**config.mk**
```make
export PLATFORM = sky130hd
export DESIGN_NAME = shift_div
export DESIGN_NICKNAME = d
export VERILOG_FILES = /design/src/rtl/shift_div_pkg.sv /design/src/rtl/shift_div_step.sv /design/src/rtl/shift_div.sv
export SDC_FILE = /design/constraint.sdc
export NUM_CORES = 1
export LEC_CHECK = 0
export CAP_MARGIN = 10
export CORE_AREA = 3 3 74 76
export CTS_CLUSTER_SIZE = 8
export DETAILED_ROUTE_END_ITERATION = 8
export DIE_AREA = 0 0 77 79
export GPL_TIMING_DRIVEN = 0
export PLACE_DENSITY_LB_ADDON = 0.1
export SETUP_SLACK_MARGIN = 0.1
export SYNTH_ARGS = -nofsm -noshare
export SYNTH_HDL_FRONTEND = slang
export SYNTH_HIERARCHICAL = 1
export SYNTH_SLANG_ARGS = --single-unit
```
**constraint.sdc**
```tcl
create_clock -name clk -period 5.4 [get_ports clk]
set_input_delay 0.81 -clock clk [delete_from_list [all_inputs] [get_ports clk]]
set_output_delay 0.81 -clock clk [all_outputs]
set_load 0.01 [all_outputs]
```
**src/rtl/shift_div_pkg.sv**
```systemverilog
// Shared definitions for the shift-subtract divider: FSM state encoding,
// default operand width and the iteration-counter width helper.
package shift_div_pkg;

    localparam int DEFAULT_WIDTH = 8;

    typedef enum logic [1:0] {
        S_IDLE = 2'd0,
        S_RUN  = 2'd1,
        S_DONE = 2'd2
    } state_e;

    // Counter must be able to hold WIDTH itself, hence WIDTH+1.
    function automatic int cnt_width(input int width);
        return $clog2(width + 1);
    endfunction

    localparam int DEFAULT_CNT_W = $clog2(DEFAULT_WIDTH + 1);

endpackage

```
**src/rtl/shift_div_step.sv**
```systemverilog
// One restoring-division iteration: shift the next dividend bit into the
// partial remainder, trial-subtract the divisor, keep the result if no borrow.
module shift_div_step
    import shift_div_pkg::*;
#(
    parameter int WIDTH = DEFAULT_WIDTH
) (
    input  logic [WIDTH-2:0] rem,
    input  logic             dvd_msb,
    input  logic [WIDTH-1:0] b,
    output logic [WIDTH-1:0] rem_next,
    output logic             q_bit
);

    // The partial remainder entering a step is built from at most WIDTH-1
    // dividend bits, so its MSB is always zero and is not carried in.
    logic [WIDTH-1:0] rem_sh;
    logic [WIDTH:0]   trial;

    always_comb begin
        rem_sh = {rem, dvd_msb};
        trial  = {1'b0, rem_sh} - {1'b0, b};
        q_bit  = ~trial[WIDTH];
        if (trial[WIDTH]) begin
            rem_next = rem_sh;
        end else begin
            rem_next = trial[WIDTH-1:0];
        end
    end

endmodule

```
**src/rtl/shift_div.sv**
```systemverilog
// Sequential restoring unsigned divider, one quotient bit per cycle.
// Optional SHIFT_DIV_DBZ_EN: divide-by-zero early exit with dbz flag.
module shift_div
    import shift_div_pkg::*;
#(
    parameter int WIDTH = DEFAULT_WIDTH
) (
    input  logic             clk,
    input  logic             rst_n,
    input  logic             start,
    input  logic [WIDTH-1:0] a,
    input  logic [WIDTH-1:0] b,
    output logic             busy,
    output logic             done,
    output logic [WIDTH-1:0] q,
    output logic [WIDTH-1:0] r,
    output logic             dbz
);

    localparam int CNT_W = cnt_width(WIDTH);
    localparam logic [CNT_W-1:0] LAST_CNT = CNT_W'(WIDTH - 1);

    state_e           state_q, state_d;
    logic [WIDTH-1:0] dvd_q, dvd_d;
    logic [WIDTH-2:0] rem_q, rem_d;
    logic [WIDTH-1:0] b_q, b_d;
    logic [WIDTH-1:0] q_q, q_d;
    logic [WIDTH-1:0] r_q, r_d;
    logic [CNT_W-1:0] cnt_q, cnt_d;
`ifdef SHIFT_DIV_DBZ_EN
    logic             dbz_q, dbz_d;
`endif

    logic [WIDTH-1:0] rem_nx;
    logic             q_bit;

    shift_div_step #(.WIDTH(WIDTH)) u_step (
        .rem      (rem_q),
        .dvd_msb  (dvd_q[WIDTH-1]),
        .b        (b_q),
        .rem_next (rem_nx),
        .q_bit    (q_bit)
    );

    always_ff @(posedge clk or negedge rst_n) begin
        if (!rst_n) begin
            state_q <= S_IDLE;
            dvd_q   <= '0;
            rem_q   <= '0;
            b_q     <= '0;
            q_q     <= '0;
            r_q     <= '0;
            cnt_q   <= '0;
`ifdef SHIFT_DIV_DBZ_EN
            dbz_q   <= 1'b0;
`endif
        end else begin
            state_q <= state_d;
            dvd_q   <= dvd_d;
            rem_q   <= rem_d;
            b_q     <= b_d;
            q_q     <= q_d;
            r_q     <= r_d;
            cnt_q   <= cnt_d;
`ifdef SHIFT_DIV_DBZ_EN
            dbz_q   <= dbz_d;
`endif
        end
    end

    // The dividend register doubles as the quotient register: dividend bits
    // leave at the MSB while quotient bits enter at the LSB.
    always_comb begin
        state_d = state_q;
        dvd_d   = dvd_q;
        rem_d   = rem_q;
        b_d     = b_q;
        q_d     = q_q;
        r_d     = r_q;
        cnt_d   = cnt_q;
`ifdef SHIFT_DIV_DBZ_EN
        dbz_d   = dbz_q;
`endif
        case (state_q)
            S_IDLE, S_DONE: begin
                if (start) begin
                    dvd_d   = a;
                    rem_d   = '0;
                    b_d     = b;
                    cnt_d   = '0;
                    state_d = S_RUN;
`ifdef SHIFT_DIV_DBZ_EN
                    dbz_d   = 1'b0;
                    if (b == '0) begin
                        state_d = S_DONE;
                        q_d     = '1;
                        r_d     = a;
                        dbz_d   = 1'b1;
                    end
`endif
                end else begin
                    state_d = S_IDLE;
                end
            end
            S_RUN: begin
                dvd_d = {dvd_q[WIDTH-2:0], q_bit};
                rem_d = rem_nx[WIDTH-2:0];
                cnt_d = cnt_q + CNT_W'(1);
                if (cnt_q == LAST_CNT) begin
                    state_d = S_DONE;
                    q_d     = {dvd_q[WIDTH-2:0], q_bit};
                    r_d     = rem_nx;
                end
            end
            default: begin
                state_d = S_IDLE;
            end
        endcase
    end

    assign busy = (state_q == S_RUN);
    assign done = (state_q == S_DONE);
    assign q    = q_q;
    assign r    = r_q;
`ifdef SHIFT_DIV_DBZ_EN
    assign dbz  = dbz_q;
`else
    assign dbz  = 1'b0;
`endif

endmodule

```
==> flow_summary.ini, run 1 <==
[yosys]
syn_nets = 228
netlist.area_leader.share_pct = 50.1
syn_area_per_cell_um2 = 11.3
synth_area_leaders = dfrtp_1 (50%), mux2_2 (9.5%), a22o_1 (6.2%)
ys.warnings.count = 6
synth_mux_area_share_pct = 12.8
synth_area_leader_cell = dfrtp_1
seq_area_frac_synth_pct = 50.1
syn_area_um2 = 2250
synth_simple_gate_area_share_pct = 11.0
synth_enable_flop_cells = 0
synth_adder_area_share_pct = 5.90
synthCells = 199
synth_compound_area_share_pct = 15.0
async_reset_ff_share_pct = 100
synth_flop_cell = dfrtp_1
synth.distinct_cells = 36
synth_top_family_by_area = compound AO/OA/AOI/OAI gates
synth_xor_area_share_pct = 1.17
synth_seq_cells = 45

[clock_network]
cts_setup_buffers = 0
htree_levels = 2
cts_resized = 0
cts.sinks = 45
clk_path_buf_depth = 2
cts-root-buf = clkbuf_8
cts_made_buffers = 5
cts_tree = yes
clk_pin_slew_ns = 0.09
clk_latency_ns = 0.30
cts.hold.buffers_added = 0

[worst_setup_path]
r2r_start = dvd_q[7]
rrSetupSlack_ns = 2.57
startpoint_type = register
critical_path_class = reg -> out
r2r_cells = 8
end_kind = primary output
cp-startpoint = state_q[0]
r2r_end = r[4]
worst-path-max-fanout = 10
crit_arrival_ns = 2.03
cp.required_ns = 4.59
crit_end = busy

[global_routing]
busiest_layer = met2
grt_pass1_vias = 1637
globalRouteOverflowTotal = 0
met1_usage_pct = 21.8
use_met2_pct = 27.6
globalRouteMet3Util_pct = 4.08
grt_max_degree = 31
antenna_found_initial = 0
track_usage_pct = 16.7
grt_pass1_wl_um = 8020

[sta]
slew_headroom_pct = 57.3
period_minus_slack_ns = 2.84
grt_setup_unrepaired = false
fmax_ghz = 0.352
hold_viol = 0
final-setup-viol-count = 0
tns_ns = 0
clock_skew_ns = 0.00760
worstMarginPinSlew_ns = 0.637
setup_ws_ns = 2.56
slew_violations = 0
min_period_over_period_pct = 52.6

[power_and_ir_drop]
ir_drop_uv = 290
leakage_nw = 1.32
p_per_area_nw_per_um2 = 714

[placed_design]
numPortBuffers = 36
dp_hpwl_um = 3370
pre_cts_ws_ns = 2.58
routabilityCongestion = 0.740
place_area_um2 = 2710

[die]
rows = 25
dieArea_um2 = 6080
initial_utilization_pct = 47.0
die_w_um = 77
core-area_um2 = 4790
boundaryPins = 38
fp.dieH_um = 79

[route]
postRouteAntennaNets = 0
dr.pass1.iters = 4
dr_total_vias = 1604
wl_per_cell_um = 14.9
first_iter_violations = 79
drcViolationCount = 0
post_drt_via_cell_ratio = 5.16
routed_wl_um = 4640

[flow_run]
maxCapViolations = 0

[run_status]
status = finished, final reports clean

[hold_path]
min_path_type = in -> async

[cells_and_area]
syn2layout_area_growth_pct = 25.8
diodes = 0
final_cell_area_um2 = 2830
drive_gt1_share_pct = 16.0
fillerInstances = 426
nets = 272
## flip-flops by register name, summed over array words and instances, names as in the netlist
register / cells
b_q: 8
cnt_q: 4
dvd_q: 8
q: 8
r: 8
rem_q: 7
state_q: 2
## kinds of logic after synthesis
logic type,after synthesis
XOR/XNOR,3
AO/OA/AOI/OAI,43
other,1
multiplexers,26
buffers and inverters,19
AND/OR/NAND/NOR,52
flip-flops,45
adder cells (fa/ha/maj),10
## area by class of cell
class | instances | area, um^2 | area share, %
inverter | 10 | 37.5 | 1.33
clock buffer | 6 | 82.6 | 2.92
sequential | 45 | 1130 | 39.8
multi-input combinational | 135 | 1030 | 36.5
buffer | 9 | 51.3 | 1.81
timing repair buffer | 37 | 375 | 13.3
tap | 67 | 83.8 | 2.96
clock inverter | 2 | 37.5 | 1.33
## worst min path at each step
stage               startpoint         end  slack (ns)  depth (start not counted)
floorplan               b_q[2]      b_q[2]        0.45                          2
global placement      dvd_q[7]    dvd_q[7]        0.46                          1
detailed placement      b_q[6]      b_q[6]        0.46                          2
CTS                      rst_n  state_q[1]        0.42                          1
global route             rst_n        q[5]        0.43                          1
finish                   rst_n        q[5]        0.42                          1
## layout by cell type (no fill, tap or decap), types with 2 or more instances in the layout
| cell | count |
|---|---|
| buf_4 | 2 |
| dfrtp_1 | 45 |
| clkbuf_8 | 6 |
| mux2_2 | 19 |
| nand2b_1 | 3 |
| buf_2 | 3 |
| nand2_1 | 31 |
| a21oi_1 | 5 |
| mux2i_1 | 4 |
| o21ai_0 | 5 |
| a21o_1 | 9 |
| inv_1 | 10 |
| clkdlybuf4s50_1 | 35 |
| xnor2_1 | 2 |
| o21a_1 | 2 |
| nor2b_1 | 4 |
| buf_1 | 2 |
| a22o_1 | 16 |
| clkbuf_1 | 2 |
| ha_1 | 9 |
| nor2_1 | 8 |
| mux2_1 | 3 |
## worst max-delay path: stages (launching register included)
cell and delay [ns]:
dfrtp_1 0.38, nor2b_1 0.14, buf_4 0.15, clkbuf_1 0.42, clkdlybuf4s50_1 0.66
## layer usage
metal,routed length [um],up-vias
li1,-,780
met1,2150,788
met2,2250,31
met3,205,5
met4,45,0
met5,0,-
## report_power, final
group | leakage (nW) | internal [W] | switching, W
logic | 0.711 | 0.000603 | 0.000541
clock network | 0.0574 | 0.000151 | 0.000116
registers | 0.552 | 0.000506 | 0.000103
## synthesized netlist by cell type (all sizes together), types with 2 or more instances
master / instances
mux2i: 4
nand2b: 3
a21o: 9
mux2: 22
ha: 9
a21oi: 5
nor3b: 2
xnor2: 2
nand2: 31
nor2: 8
dfrtp: 45
a22o: 16
o21a: 2
a211oi: 2
o21ai: 5
inv: 10
clkbuf: 2
nor2b: 4
buf: 7
## stage by stage
step           hold slack [ns]  total power, W  std cells  util, %
6_report                 0.422         0.00202        311     59.1
5_1_grt                  0.425         0.00220        311     59.1
4_1_cts                  0.421         0.00204        311     59.1
3_5_place_dp             0.464         0.00177        303     56.6
3_3_place_gp             0.460         0.00174        302     56.3
2_1_floorplan            0.446         0.00142        199        -
No activity file was read; power rests on OpenSTA's default activity.
==> run 2, diff against run 1 <==
clock period = 2.85 ns   (was 5.4 ns; I/O delays follow)
==> flow_summary.ini, run 2 (synthesized netlist as in run 1, its figures left out) <==
[clock_network]
cts_tree = yes
htree_levels = 2
cts_made_buffers = 5
cts.sinks = 45
cts-root-buf = clkbuf_8
clk_latency_ns = 0.30
clk_pin_slew_ns = 0.09
clk_path_buf_depth = 2

[power_and_ir_drop]
leakage_nw = 1.34
total_power_w = 0.00398
p_per_area_nw_per_um2 = 1390
ir_drop_uv = 554

[cells_and_area]
fin_util_pct = 60.0
syn2layout_area_growth_pct = 27.7
final_cells = 315
drive_gt1_share_pct = 17.3
nets = 276
fillerInstances = 427
layout_commonest_cell = dfrtp_1
diodes = 0
mostFrequentLayoutCells = dfrtp_1 (45), clkdlybuf4s50_1 (35), nand2_1 (31)

[worst_setup_path]
worst-path-max-fanout = 8
r2r_start = dvd_q[7]
crit_arrival_ns = 2.79
startpoint_type = register
cp-startpoint = dvd_q[7]
r2r_cells = 9
critical_path_class = reg -> reg
r2r_end = r[2]
rrSetupSlack_ns = 0.24
end_kind = register
cp.required_ns = 3.04
crit_end = r[2]

[sta]
min_period_over_period_pct = 91.5
final-setup-viol-count = 0
setup_ws_ns = 0.244
slew_violations = 0
period_minus_slack_ns = 2.61
clock_skew_ns = 0.00651
hold_viol = 0
fmax_ghz = 0.384
grt_setup_unrepaired = false
tns_ns = 0
worstMarginPinSlew_ns = 0.662
slew_headroom_pct = 55.7

[placed_design]
dp.cells = 303
dp_hpwl_um = 3370
pre_cts_ws_ns = 0.0308
numPortBuffers = 36
routabilityCongestion = 0.740

[die]
dieArea_um2 = 6080
fp.dieH_um = 79
core-area_um2 = 4790
boundaryPins = 38
die_w_um = 77
rows = 25
initial_utilization_pct = 47.0

[route]
drcViolationCount = 0
dr_total_vias = 1615
post_drt_via_cell_ratio = 5.13
wl_per_cell_um = 14.8
routed_wl_um = 4650
first_iter_violations = 82
postRouteAntennaNets = 0
dr.pass1.iters = 4

[flow_run]
maxCapViolations = 0

[global_routing]
grt_pass1_vias = 1654
grt_pass1_wl_um = 8050
globalRouteOverflowTotal = 0
antenna_found_initial = 0
track_usage_pct = 16.8
grt_max_degree = 31

[hold_path]
min_path_type = in -> async

[run_status]
status = finished, final reports clean
[run 2: final cells by class]
cell class | count | area (um^2) | share of cell area [%]
tap | 67 | 83.8 | 2.92
timing repair buffer | 41 | 418 | 14.6
sequential | 45 | 1130 | 39.2
clock inverter | 2 | 37.5 | 1.31
clock buffer | 6 | 82.6 | 2.88
buffer | 9 | 51.3 | 1.79
multi-input combinational | 135 | 1030 | 36.0
inverter | 10 | 37.5 | 1.31
[run 2: how the worst min path moves through the flow]
stage / startpoint / endpoint / slack, ns / cells after the start
2_1_floorplan: rst_n / b_q[0] / 0.13 / 0
3_3_place_gp: dvd_q[7] / dvd_q[7] / 0.46 / 1
3_5_place_dp: rst_n / r[0] / 0.37 / 1
4_1_cts: rst_n / state_q[1] / 0.04 / 1
5_1_grt: rst_n / q[5] / 0.04 / 1
6_report: rst_n / q[5] / 0.04 / 1
[run 2: repair_timing]
item | in CTS | in global routing
pin swaps | 1 | 1
hold buffers | 0 | 0
buffers inserted | 3 | 1
cloned | 0 | 0
setup endpoints to repair | 9 | 1
gates resized for setup | 0 | 0
[run 2: through the flow]
stage          hold WS, ns  instance area (um^2)
2_1_floorplan        0.132                  2250
3_3_place_gp         0.460                  2690
3_5_place_dp         0.366                  2710
4_1_cts             0.0381                  2860
5_1_grt             0.0426                  2870
6_report            0.0390                  2870
[run 2: critical path, cell delays in order, from the launching register on]
cell      delay, ns
dfrtp_1        0.36
inv_1          0.06
ha_1           0.22
fa_1           0.41
nand2b_1       0.18
a21o_1         0.23
a211oi_4       0.28
buf_12         0.15
mux2_2         0.34
mux2_2         0.26
[run 2: power by group]
group | internal (W) | switching, W
Clock | 0.000285 | 0.000218
Combinational | 0.00126 | 0.00105
Sequential | 0.000959 | 0.000197
Total | 0.00251 | 0.00147
[run 2: routing by layer]
layer | track usage (%) | part of all wire, %
met1 | 21.9 | 47
met2 | 27.7 | 48
met3 | 4.08 | 3.6
met4 | 5.52 | 0.97
met5 | 0 | 0
